==> config.mk <==
export PLATFORM = sky130hd
export DESIGN_NAME = regfile_mp
export DESIGN_NICKNAME = d
export VERILOG_FILES = /design/src/rtl/regfile_mp.sv
export SDC_FILE = /design/constraint.sdc
export NUM_CORES = 1
export LEC_CHECK = 0
export BUFFER_PORTS_ARGS = -buffer_cell sky130_fd_sc_hd__buf_2
export CORE_MARGIN = 2
export CORE_UTILIZATION = 55
export CTS_BUF_LIST = sky130_fd_sc_hd__clkbuf_8
export CTS_CLUSTER_DIAMETER = 120
export DETAILED_ROUTE_END_ITERATION = 7
export GPL_TIMING_DRIVEN = 0
export PLACE_DENSITY = 0.76
export REMOVE_ABC_BUFFERS = 1
export SLEW_MARGIN = 10
export SYNTH_ARGS = -nofsm -noshare
export SYNTH_HDL_FRONTEND = slang
export SYNTH_SLANG_ARGS = --single-unit
==> constraint.sdc <==
create_clock -name clk -period 3.5 [get_ports clk]
set_input_delay 0.175 -clock clk [delete_from_list [all_inputs] [get_ports clk]]
set_output_delay 0.175 -clock clk [all_outputs]
set_load 0.1 [all_outputs]
==> src/rtl/regfile_mp.sv <==
// Multi-ported register file with dual write ports, optional bypass / hardwired r0,
// a per-register busy scoreboard and a 2-deep valid/ready queue fed by IO_REG writes.
module regfile_mp #(
  parameter int WIDTH   = 8,
  parameter int NREGS   = 8,
  parameter int TAP_REG = 3,
  parameter int IO_REG  = NREGS - 1,
  parameter int ZERO_R0 = 0,
  parameter int BYPASS  = 1,
  localparam int AW     = $clog2(NREGS)
) (
  input  logic             clk,
  input  logic             rst,
  input  logic [AW-1:0]    src_a,
  input  logic [AW-1:0]    src_b,
  output logic [WIDTH-1:0] out_a,
  output logic [WIDTH-1:0] out_b,
  output logic             busy_a,
  output logic             busy_b,
  input  logic             we0,
  input  logic [AW-1:0]    dst0,
  input  logic [WIDTH-1:0] in0,
  input  logic             we1,
  input  logic [AW-1:0]    dst1,
  input  logic [WIDTH-1:0] in1,
  input  logic             claim_en,
  input  logic [AW-1:0]    claim_reg,
  output logic [WIDTH-1:0] tap_out,
  output logic [WIDTH-1:0] io_data,
  output logic             io_valid,
  input  logic             io_ready,
  output logic [1:0]       io_count,
  output logic             io_overflow
);
  localparam logic [AW-1:0] IO_IDX  = AW'(IO_REG);
  localparam logic [AW-1:0] TAP_IDX = AW'(TAP_REG);
  localparam bit            ZR      = (ZERO_R0 != 0);
  localparam bit            BP      = (BYPASS != 0);

  logic [NREGS-1:0][WIDTH-1:0] regs_q, regs_d;
  logic [NREGS-1:0]            busy_q, busy_d;
  logic [1:0][WIDTH-1:0]       fifo_q, fifo_d;
  logic                        rd_ptr_q, rd_ptr_d, wr_ptr_q, wr_ptr_d;
  logic [1:0]                  cnt_q, cnt_d;
  logic                        ovf_q, ovf_d;

  logic             wr0, wr1, claim, push, pop, accept;
  logic [WIDTH-1:0] push_data;

  // "Effective" writes/claims exclude r0 when it is hardwired to zero.
  assign wr0   = we0 && !(ZR && dst0 == '0);
  assign wr1   = we1 && !(ZR && dst1 == '0);
  assign claim = claim_en && !(ZR && claim_reg == '0);

  assign out_a = (ZR && src_a == '0)           ? '0  :
                 (BP && wr1 && dst1 == src_a) ? in1 :
                 (BP && wr0 && dst0 == src_a) ? in0 : regs_q[src_a];
  assign out_b = (ZR && src_b == '0)           ? '0  :
                 (BP && wr1 && dst1 == src_b) ? in1 :
                 (BP && wr0 && dst0 == src_b) ? in0 : regs_q[src_b];
  assign busy_a  = busy_q[src_a];
  assign busy_b  = busy_q[src_b];
  assign tap_out = regs_q[TAP_IDX];

  assign push      = (wr1 && dst1 == IO_IDX) || (wr0 && dst0 == IO_IDX);
  assign push_data = (wr1 && dst1 == IO_IDX) ? in1 : in0;
  assign pop       = (cnt_q != 2'd0) && io_ready;
  // A pop frees the head slot this cycle, so a push is accepted even when full.
  assign accept    = push && ((cnt_q != 2'd2) || pop);

  assign io_data     = fifo_q[rd_ptr_q];
  assign io_valid    = (cnt_q != 2'd0);
  assign io_count    = cnt_q;
  assign io_overflow = ovf_q;

  always_comb begin
    regs_d = regs_q;
    busy_d = busy_q;
    if (wr0) begin
      regs_d[dst0] = in0;
      busy_d[dst0] = 1'b0;
    end
    if (wr1) begin
      regs_d[dst1] = in1;
      busy_d[dst1] = 1'b0;
    end
    if (claim) busy_d[claim_reg] = 1'b1;
  end

  always_comb begin
    fifo_d   = fifo_q;
    rd_ptr_d = rd_ptr_q;
    wr_ptr_d = wr_ptr_q;
    cnt_d    = cnt_q;
    ovf_d    = ovf_q;
    if (accept) begin
      fifo_d[wr_ptr_q] = push_data;
      wr_ptr_d         = ~wr_ptr_q;
    end
    if (pop) rd_ptr_d = ~rd_ptr_q;
    if (accept && !pop)      cnt_d = cnt_q + 2'd1;
    else if (!accept && pop) cnt_d = cnt_q - 2'd1;
    if (push && !accept) ovf_d = 1'b1;
  end

  always_ff @(posedge clk or posedge rst) begin
    if (rst) begin
      regs_q   <= '0;
      busy_q   <= '0;
      fifo_q   <= '0;
      rd_ptr_q <= 1'b0;
      wr_ptr_q <= 1'b0;
      cnt_q    <= 2'd0;
      ovf_q    <= 1'b0;
    end else begin
      regs_q   <= regs_d;
      busy_q   <= busy_d;
      fifo_q   <= fifo_d;
      rd_ptr_q <= rd_ptr_d;
      wr_ptr_q <= wr_ptr_d;
      cnt_q    <= cnt_d;
      ovf_q    <= ovf_d;
    end
  end
endmodule

-- Yosys cells after proc, flatten, opt, wreduce, memory -nomap -nowiden
Index checks and enable logic that the tools add are counted.
- add/subtract/negate cells: 2
- order comparisons: 11
- equality and inequality tests: 7
- muxes and demuxes: 37
- bitwise operators: 7
- reductions and logical operators: 21
- operators by type and width (cell ; number):
    $bwmux W64 ; 2
    $mux W64 ; 2
    $mux W8 ; 15
    $bmux W8 S3 ; 2
    $demux W8 S3 ; 2
    $lt A3 B4 Y1 const B ; 5
    $and A8 B8 Y8 ; 2
    $bwmux W16 ; 1
    $not A8 Y8 ; 2
    $logic_and A1 B1 Y1 ; 15
    $eq A3 B3 Y1 ; 4
    $demux W1 S3 ; 3
    $ge A3 B1 Y1 const B ; 3
    $demux W8 S1 ; 1
    $or A8 B8 Y8 ; 1
    $bmux W1 S3 ; 2
    $eq A3 B3 Y1 const B ; 2
    $mux W1 ; 5
    $lt A1 B2 Y1 const B ; 2
    $mux W2 ; 2
    $reduce_bool A2 Y1 ; 2
    $add A2 B1 Y2 const B ; 1
    $logic_not A1 Y1 ; 2
    $logic_or A1 B1 Y1 ; 2
    other kinds (4) ; 5
- bits in registers: 93
- input bits: 37
- output and inout bits: 38
- logic and storage cells: 100

-- Longest topological paths before layout
- depth in word-level cells: 11
- mapped depth: 8
- gate-level depth less buffers: 6

-- Least setup slack after synthesis
OpenSTA, ideal clock, no wires.
- kind: input to output
- start point: input port dst0[1]
- end point: output port out_a[0]
- data arrival time: 2326 ps
- required time: 3325 ps
- setup slack: 999 ps
- cell stages on the path: 5
- path through: buf_2 -> xnor2_1 -> nand4_4 -> mux2i_1 -> o21ai_1
- cells in the longest elaborated chain, start to end: 4
- RTL lines (what ; RTL line ; text):
    start, declared ; 21 ; input logic [AW-1:0] dst0,
    $eq A3 B3 Y1 ; 57 ; (BP && wr0 && dst0 == src_a) ? in0 : regs_q[src_a];
    $logic_and A1 B1 Y1 ; 57 ;
    $mux W8 ; 57 ;
    $mux W8 ; 56 ; (BP && wr1 && dst1 == src_a) ? in1 :
    end, declared ; 16 ; output logic [WIDTH-1:0] out_a,
No other way between the ends.

-- Final worst setup path
- start point: input port src_a[0]
- end point: output port out_a[1]
- cells in the longest elaborated chain, start to end: 4
- elaborated cells on any way between the ends: 8
- those cells by class: eq/ne: 2; mux: 4; reduce/logical: 2
- RTL lines (what ; RTL line ; text):
    start, declared ; 14 ; input logic [AW-1:0] src_a,
    $bmux W8 S3 or $eq A3 B3 Y1 (tied branches) ; 57 ;
    $mux W8 (not written as such) or $logic_and A1 B1 Y1 (tied branches) ; 57 ;
    $mux W8 ; 57 ;
    $mux W8 (*) ; 56 ;
Mark *: on every way between the ends. The rest lies on a longest branch, timed or not. The select of a mux whose other input is x is not followed.

==> impl_metrics.csv <==
group,metric,value,unit
sta,period_share,71.50,%
worst_hold_path,hold_depth,2,
synth,yosysWarningCount,0,
sta,rsz0062_at_grt,"false",
routing,drcViolationCount,0,
cts,cts_buffers,9,
cts,clock-root-buffer,"clkbuf_8",
synth,yosysSeqAreaShare,37.13,%
power_and_ir_drop,peakVddDrop,0.6637,mV
global_route,overflow,0,
worst_hold_path,holdCritPathClass,"primary input to register",
synth,synthAdderAreaFrac,0.1996,%
placed_design,gp_congestion,0.8571,
placed_design,placed_area,0.006529,mm2
synth,synth_compound_area_share,9.603,%
die,die-area,0.01226,mm2
layout,multiInputGateArea,0.003586,mm2
sta,finalMaxSlewViolations,0,
global_route,use_met1,34.32,%
cts,clock_path_buffers,2,
die,coreArea,0.01098,mm2
placed_design,io_buffers,74,
power_and_ir_drop,powerDensity,733.5,mW/mm2
synth,synth_top_cell_area_share,37.13,%
sta,hold_violations,0,
status,status,"finished clean",
die,ioPinCount,75,
synth,synth_area,0.006267,mm2
routing,postRouteAntennaNets,0,
layout,finalNetCount,650,
cts,htreeDepth,3,
die,initial_utilization,57.06,%
synth,yosysTopAreaCell,"dfrtp_1",
die,dieHeight,110.7,um
synth,synthTopCellsByArea,"dfrtp_1, mux4_1, mux2i_1",
synth,muxShareOfSynthArea,32.54,%
global_route,top_usage_layer,"met2",
sta,setup_tns,0,ns
sta,max_freq,0.3996,GHz
global_route,grt_pass1_vias,4764,
worst_setup_path,cp.required,3.32,ns
layout,n_fill_cell,866,
synth,synth_ff_type,"dfrtp_1",
cts,cts_tree,"built",
die,die_x,110.7,um
global_route,antenna_found_initial,0,
routing,routed_via_density,6.266,
routing,drtPass1Iterations,5,
layout,finalInstanceArea,0.006779,mm2
sta,fin_skew,0.003475,ns
synth,synth_common_cells,"dfrtp_1, mux2i_1, nand2_1",
worst_setup_path,end_kind,"output pin",
sta,finalCriticalPeriod,2.503,ns
global_route,grt_use_met2,44.46,%
routing,vias,4737,
sta,slew-limit-headroom,17.78,%
cts,post_cts_buffers,0,
layout,antennaDiodeCount,0,
worst_setup_path,startpoint_type,"primary input",
synth,yosysMostFrequentCell,"dfrtp_1",
power_and_ir_drop,power,4.973,mW
global_route,met3_usage,5.413,%
cts,clock-sinks,93,
synth,synth-edff-count,0,
synth,synth.avg_cell_area,10.66,um2
global_route,grt_pass1_wl,25.10,mm
die,num_rows,38,
power_and_ir_drop,leakage,3.057,nW
worst_setup_path,crit_arrival,2.33,ns
cts,clk_latency,0.36,ns
synth,ys_ff_latch,93,
synth,ys_types,38,
run,drv_cap,0,
global_route,grt_usage,26.37,%
routing,drtIter0Drc,319,
layout,regArea,0.002327,mm2
sta,holdWs,0.03307,ns
cts,clkTransAtPathRegs,0.09,ns
placed_design,hpwl,10.54,mm
layout,syn_to_final_growth,8.165,%
worst_setup_path,worstSetupPathType,"primary input to output pin",
synth,synth-simple-area-share,11.98,%
synth,synthCells,588,
synth,synthArstFlopShare,100.0,%
layout,drive_gt1_share,22.24,%
worst_setup_path,path_max_fanout,20,
synth,synth_top_family_by_area,"multiplexers",
worst_setup_path,worst_r2r_path_depth,6,
worst_setup_path,reg2reg_slack,1.78,ns
routing,avgRoutedWirePerCell,21.48,um
cts,cts_resized,0,
routing,drt-total-wl,16.24,mm
sta,tightest_slew,1.228,ns
sta,setup-violations-final,0,
synth,yosys.area_share.xor_xnor,2.376,%
global_route,grt_start_max_net_pins,63,
sequential cells by signal, indices dropped and copies added, names as in the netlist:
signal and cells:
io_overflow 1, tap_out 8, fifo_q 16, rd_ptr_q 1, wr_ptr_q 1, io_count 2
regs_q 56, busy_q 8
critical path, cell delays in order:
cell and delay [ns]:
buf_2 0.52, xnor2_1 0.20, and4_1 0.70, nand2_1 0.11
o21ai_1 0.14, buf_2 0.47
power breakdown:
group	total (mW)	internal [mW]	switching, mW
Clock	0.846	0.466	0.380
Sequential	1.60	1.38	0.225
Combinational	2.53	0.667	1.86
what timing repair did:
item,4_1_cts,5_1_grt
hold buffers,1,0
setup endpoints to repair,0,0
endpoints found under the hold margin,31,0
routing by layer:
layer	up-vias	wire length (um)
li1	2184	-
met1	2344	6841
met2	178	8040
met3	31	1054
met4	0	305
met5	-	0
final timing paths:
path | startpoint | endpoint
worst max-delay path | src_a[0] | out_a[1]
max in group asynchronous | rst | regs_q[39]
worst min register to register | io_overflow | io_overflow
worst max register to register | io_count[0] | io_count[1]
worst min-delay path | claim_reg[0] | busy_q[0]
min in group asynchronous | rst | regs_q[52]
cells by family (layout without fill, tap and decap cells):
kind of cell / Yosys count / after routing
AOI/OAI and AO/OA: 109 / 109
DFF: 93 / 93
xor gates and xnor gates: 17 / 17
adders and majority gates: 1 / 1
muxes: 142 / 142
buffers and inverters: 72 / 100
and+or+nand+nor: 154 / 154
cell usage in the layout (no fill, tap or decap), types with 2 or more instances in the layout:
| cell type | synthesis | layout |
|---|---|---|
| xor2_1 | 2 | 2 |
| nor2_1 | 43 | 43 |
| mux2_2 | 26 | 26 |
| dfrtp_1 | 93 | 93 |
| a31oi_1 | 7 | 7 |
| o32ai_1 | 3 | 3 |
| o21ai_2 | 2 | 2 |
| o21ai_0 | 3 | 3 |
| nand2_1 | 79 | 79 |
| bufinv_16 | 0 | 3 |
| nor3b_2 | 3 | 4 |
| o21ai_1 | 56 | 56 |
| xnor2_1 | 15 | 15 |
| a21oi_1 | 33 | 33 |
| nor3_2 | 2 | 3 |
| and4_1 | 3 | 3 |
| buf_4 | 11 | 3 |
| mux4_1 | 36 | 36 |
| inv_1 | 5 | 5 |
| clkbuf_8 | 0 | 9 |
| nand4_4 | 3 | 3 |
| nand4b_1 | 5 | 5 |
| buf_2 | 24 | 74 |
| nand2b_1 | 5 | 5 |
| mux2i_1 | 80 | 80 |
| clkinv_2 | 0 | 2 |
| nand3_1 | 4 | 4 |
per-stage QoR:
step,cells,utilization [%],setup WS [ns]
after floorplan,521,-,0.4780
after global placement,735,58.68,-0.1379
after detailed placement,740,59.44,1.043
after CTS,756,61.61,1.036
after global routing,756,61.72,0.8557
final,756,61.72,0.9974
final cells by class:
cell class | count | share of cell area [%]
inverters | 5 | 0.3138
repair buffers | 80 | 6.515
clock inverters | 6 | 1.532
clock buffers | 9 | 1.827
multi-input cells | 423 | 52.90
well taps | 140 | 2.584
flip-flops and latches | 93 | 34.33
(Power assumes the default switching activity.)
